File: config.mk
export PLATFORM = sky130hd
export DESIGN_NAME = regfile_wb_arbiter
export DESIGN_NICKNAME = d
export VERILOG_FILES = /design/src/rtl/regfile_wb_arbiter.sv
export SDC_FILE = /design/constraint.sdc
export NUM_CORES = 1
export LEC_CHECK = 0
export CELL_PAD_IN_SITES_DETAIL_PLACEMENT = 0
export CELL_PAD_IN_SITES_GLOBAL_PLACEMENT = 2
export CORE_ASPECT_RATIO = 0.5
export CORE_MARGIN = 2
export CORE_UTILIZATION = 40
export CTS_CLUSTER_SIZE = 25
export DETAILED_ROUTE_END_ITERATION = 16
export PLACE_DENSITY = 0.95
export SLEW_MARGIN = 15
export SYNTH_ARGS = -nofsm -noshare
export SYNTH_HDL_FRONTEND = slang
export SYNTH_SLANG_ARGS = --single-unit
File: constraint.sdc
create_clock -name clk_i -period 13 [get_ports clk_i]
set_clock_uncertainty 0.2 [all_clocks]
set_input_delay 2.6 -clock clk_i [delete_from_list [all_inputs] [get_ports clk_i]]
set_output_delay 2.6 -clock clk_i [all_outputs]
set_load 0.005 [all_outputs]
File: src/rtl/regfile_wb_arbiter.sv
// regfile_wb_arbiter: merges ALU and buffered LSU writebacks onto the single regfile write port
module regfile_wb_arbiter #(
  parameter int DEPTH     = 4,
  parameter int STALL_MAX = 3
) (
  input  logic                     clk_i,
  input  logic                     reset_i,
  input  logic                     alu_valid_i,
  input  logic [4:0]               alu_rd_i,
  input  logic [31:0]              alu_wdata_i,
  output logic                     alu_stall_o,
  input  logic                     lsu_valid_i,
  output logic                     lsu_ready_o,
  input  logic [4:0]               lsu_rd_i,
  input  logic [31:0]              lsu_wdata_i,
  output logic [4:0]               rd_o,
  output logic                     we_o,
  output logic [31:0]              wdata_o,
  output logic [31:0]              pending_o,
  output logic [$clog2(DEPTH):0]   count_o,
  output logic                     proto_err_o
);
  localparam int AW = $clog2(DEPTH);
  localparam int CW = AW + 1;
  localparam int SW = $clog2(STALL_MAX + 1);
  localparam logic [CW-1:0] FULL = CW'(DEPTH);
  localparam logic [SW-1:0] SMAX = SW'(STALL_MAX);

  logic [4:0]    mem_rd_q   [DEPTH];
  logic [31:0]   mem_data_q [DEPTH];
  logic [DEPTH-1:0] valid_q;
  logic [AW-1:0] wr_ptr_q, rd_ptr_q;
  logic [CW-1:0] count_q, count_d;
  logic [SW-1:0] starv_q, starv_d;
  logic          alu_stall_q, alu_stall_d;
  logic          lsu_ready_q, lsu_ready_d;
  logic          we_q, we_d;
  logic          proto_err_q, proto_err_d;
  logic [4:0]    rd_q, rd_d;
  logic [31:0]   wdata_q, wdata_d;
  logic          alu_win, alu_write, pop, push;
  logic [31:0]   pending_d;

  // Arbitration: an unstalled ALU result wins, otherwise the FIFO head drains
  always_comb begin
    alu_win     = alu_valid_i && !alu_stall_q;
    alu_write   = alu_win && (alu_rd_i != 5'd0);
    pop         = !alu_win && (count_q != '0);
    push        = lsu_valid_i && lsu_ready_q && (lsu_rd_i != 5'd0);
    count_d     = count_q + CW'(push) - CW'(pop);
    lsu_ready_d = count_d < FULL;
    starv_d     = (pop || count_q == '0) ? '0 : alu_win ? starv_q + SW'(1) : starv_q;
    alu_stall_d = starv_d == SMAX;
    we_d        = alu_write || pop;
    rd_d        = alu_write ? alu_rd_i : pop ? mem_rd_q[rd_ptr_q] : 5'd0;
    wdata_d     = alu_write ? alu_wdata_i : pop ? mem_data_q[rd_ptr_q] : 32'd0;
    proto_err_d = proto_err_q || (alu_valid_i && alu_stall_q);
  end

  // Pending map: every live FIFO entry marks its destination register
  always_comb begin
    pending_d = '0;
    for (int i = 0; i < DEPTH; i++)
      if (valid_q[i]) pending_d[mem_rd_q[i]] = 1'b1;
    pending_d[0] = 1'b0;
  end

  // State update, FIFO storage and registered write port
  always_ff @(posedge clk_i) begin
    if (reset_i) begin
      valid_q     <= '0;
      wr_ptr_q    <= '0;
      rd_ptr_q    <= '0;
      count_q     <= '0;
      starv_q     <= '0;
      alu_stall_q <= 1'b0;
      lsu_ready_q <= 1'b1;
      we_q        <= 1'b0;
      rd_q        <= 5'd0;
      wdata_q     <= 32'd0;
      proto_err_q <= 1'b0;
    end else begin
      count_q     <= count_d;
      starv_q     <= starv_d;
      alu_stall_q <= alu_stall_d;
      lsu_ready_q <= lsu_ready_d;
      we_q        <= we_d;
      rd_q        <= rd_d;
      wdata_q     <= wdata_d;
      proto_err_q <= proto_err_d;
      if (push) begin
        mem_rd_q[wr_ptr_q]   <= lsu_rd_i;
        mem_data_q[wr_ptr_q] <= lsu_wdata_i;
        valid_q[wr_ptr_q]    <= 1'b1;
        wr_ptr_q             <= wr_ptr_q + AW'(1);
      end
      if (pop) begin
        valid_q[rd_ptr_q] <= 1'b0;
        rd_ptr_q          <= rd_ptr_q + AW'(1);
      end
    end
  end

  assign alu_stall_o = alu_stall_q;
  assign lsu_ready_o = lsu_ready_q;
  assign rd_o        = rd_q;
  assign we_o        = we_q;
  assign wdata_o     = wdata_q;
  assign pending_o   = pending_d;
  assign count_o     = count_q;
  assign proto_err_o = proto_err_q;
endmodule
==> metrics.txt <==
status=finished, final reports clean; Worst slew margin=29.1%; dominant synthesized flop cell=edfxtp_1; CP Class=register to output pin; first-pass GRT wire length=about 32000 um; Post-Route Utilization=52.5%; Synth top area share=52.7%; Worst R2R End=lsu_ready_o; Synth area leaders=edfxtp_1, dfxtp_1, mux4_2; Port Buffers=152; syn avg cell area=16.6 um2; drt total wl=roughly 21000 um; via count=5353; Post-Syn Area=8440 um2; critical-path maximum fanout=10; Syn Inst Count=about 510; area leader, netlist=edfxtp_1; crit path DAT=2.94 ns; CTS clock-pin slew for the worst setup and hold paths=0.06 ns; CP Capture Type=output pin; final RePlAce weighted congestion=between 0.9 and 1; total congestion overflow=0; Setup crit start=mem_rd_q[0][2]; vias in the first global route=5497; Num Clock Sinks=204; Area Overhead vs Synth=28.2%; die width=209 um; post-synth cell types=61; post-DP HPWL=14200 um; Yosys reg bits=204; initial antenna violation count=0; final net count=between 700 and 800; number of cells on the worst reg-to-reg path=11; die height=107 um; Least-Margin Pin Slew=1.05 ns; GRT Overall Usage=a little under a fifth; Mapped Nets=approximately 600; Skew-Pair Late Insertion Delay=0.48 ns; Post-synth EDFFs=148; share of cells above drive strength 1=13.4%; Final Critical Period=roughly 5.7 ns; total CTS buffers=19; post-placement cell area=10200 um2; clk root buf=clkbuf_16; Finished Layout Cells=946; Via density=5.66; row count=37; starting utilization of the core area=40.9%; count leader, synth=edfxtp_1; Final Cycle Share=44.1%; reg-to-reg slack, setup=10.08 ns; antenna-violating nets left=0; core box area=20600 um2; crit start category=register; RSZ-0062 raised after global routing=no; worst reg2reg startpoint=count_o[1]; Post-CTS Hold Buffers=0; max-slew violations=0; pwr/cell area=154 nW/um2; most common library cells after synthesis=edfxtp_1, dfxtp_1, mux4_2, a22o_1, o221ai_1; Hold Path Class=register to register; Seq/Total Area, Yosys=66.0%; CTS tree=yes; DR iter-0 viols=478; Max-Cap Viols=0; Max H-tree Level=1; largest net degree at the start of global routing=38; Hold Crit Start=starv_q[0]; Hold Path End=starv_q[0]; Max rail drop VDD=0.0728 mV; worst hold path stage count=1; # diodes=0; Setup Total Neg Slack=0 ns; Die Footprint=roughly 22000 um2; Routed wire per std cell=21.9 um; Inst Count DP=913; First-pass DRT Iterations=5; Max Clock Freq=174 MHz; DR DRC count=0; # resized after CTS=0; Crit path required time=a little over 10 ns; Yosys Warn Count=0; Post-Layout Inst Area=10800 um2; Synth async-reset ratio=0%; Leak Pwr=0.00350 uW; final hold vios=0; setup violators final=0; Clock Tree Buf Depth=3; Post CTS Setup Buffer Count=0; I/O pin count=154
## flip-flops by register name, summed over array words and instances (netlist names), named ones only
register / cells
rd_ptr_q: 2
starv_q: 2
mem_data_q: 128
lsu_ready_o: 1
mem_rd_q: 20
we_o: 1
wr_ptr_q: 2
proto_err_o: 1
valid_q: 4
alu_stall_o: 1
wdata_o: 32
count_o: 3
rd_o: 5
## how the worst max path moves through the flow
stage	end
2_1_floorplan	mem_data_q[3][0]
3_3_place_gp	lsu_ready_o
3_5_place_dp	lsu_ready_o
4_1_cts	pending_o[3]
5_1_grt	pending_o[3]
6_report	pending_o[3]
## per-stage QoR
| step | setup slack [ns] | hold slack [ns] | total power (uW) |
|---|---|---|---|
| detailed placement | 6.92 | 0.255 | 1130 |
| global route | 7.13 | 0.290 | 1740 |
| finish | 7.26 | 0.263 | 1670 |
| global placement | 7.02 | 0.237 | 1130 |
| floorplan | 6.53 | 0.227 | 993 |
| CTS | 7.30 | 0.266 | 1680 |
## metal layers
layer  vias to the layer above  part of all wire (%)  global-route usage [%]
met1                      2726                    43                    24.3
li1                       2440                     -                       -
met3                        33                   5.1                    3.08
met4                         0                   2.1                    4.49
met5                         -                     0                       0
met2                       154                    50                    33.0
## cells by family after synthesis
logic type	Yosys count	synth area share, %
AO/OA/AOI/OAI	117	11.5
XOR/XNOR	2	0.208
adder cells (fa/ha/maj)	11	1.72
buffers and inverters	40	2.51
flip-flops	204	66.0
multiplexers	39	10.2
other	1	0.0445
AND/OR/NAND/NOR	95	7.83
## layout make-up
cell class	instances	area, um2
Sequential cell	204	5570
Inverter	12	45.0
Timing Repair Buffer	159	1570
Multi-Input combinational cell	265	2680
Clock inverter	7	109
Tap cell	273	342
Fill cell	1664	9780
Clock buffer	26	502
## worst max-delay path, cell delays in order (launching register included)
cell,delay [ns]
edfxtp_1,0.53
nor4b_1,0.90
a32oi_1,0.31
o221ai_1,0.17
clkdlybuf4s50_1,0.54
## cell usage in the layout, fill, tap and decap left out, types with 10 or more instances in the layout
| cell type | n |
|---|---|
| dfxtp_1 | 54 |
| clkbuf_16 | 19 |
| nand2b_1 | 11 |
| clkdlybuf4s50_1 | 152 |
| o221ai_1 | 25 |
| nor2_1 | 12 |
| mux4_2 | 37 |
| a22o_1 | 34 |
| ha_1 | 10 |
| inv_1 | 11 |
| a22oi_1 | 23 |
| edfxtp_1 | 148 |
## report_power, final
| part | total [uW] | internal [uW] | leakage (uW) | switching, uW |
|---|---|---|---|---|
| clock | 553 | 330 | 0.000298 | 223 |
| sequential | 800 | 760 | 0.00180 | 40.7 |
| combinational | 314 | 177 | 0.00139 | 137 |
Note: power is estimated with default switching activity, not from simulation.
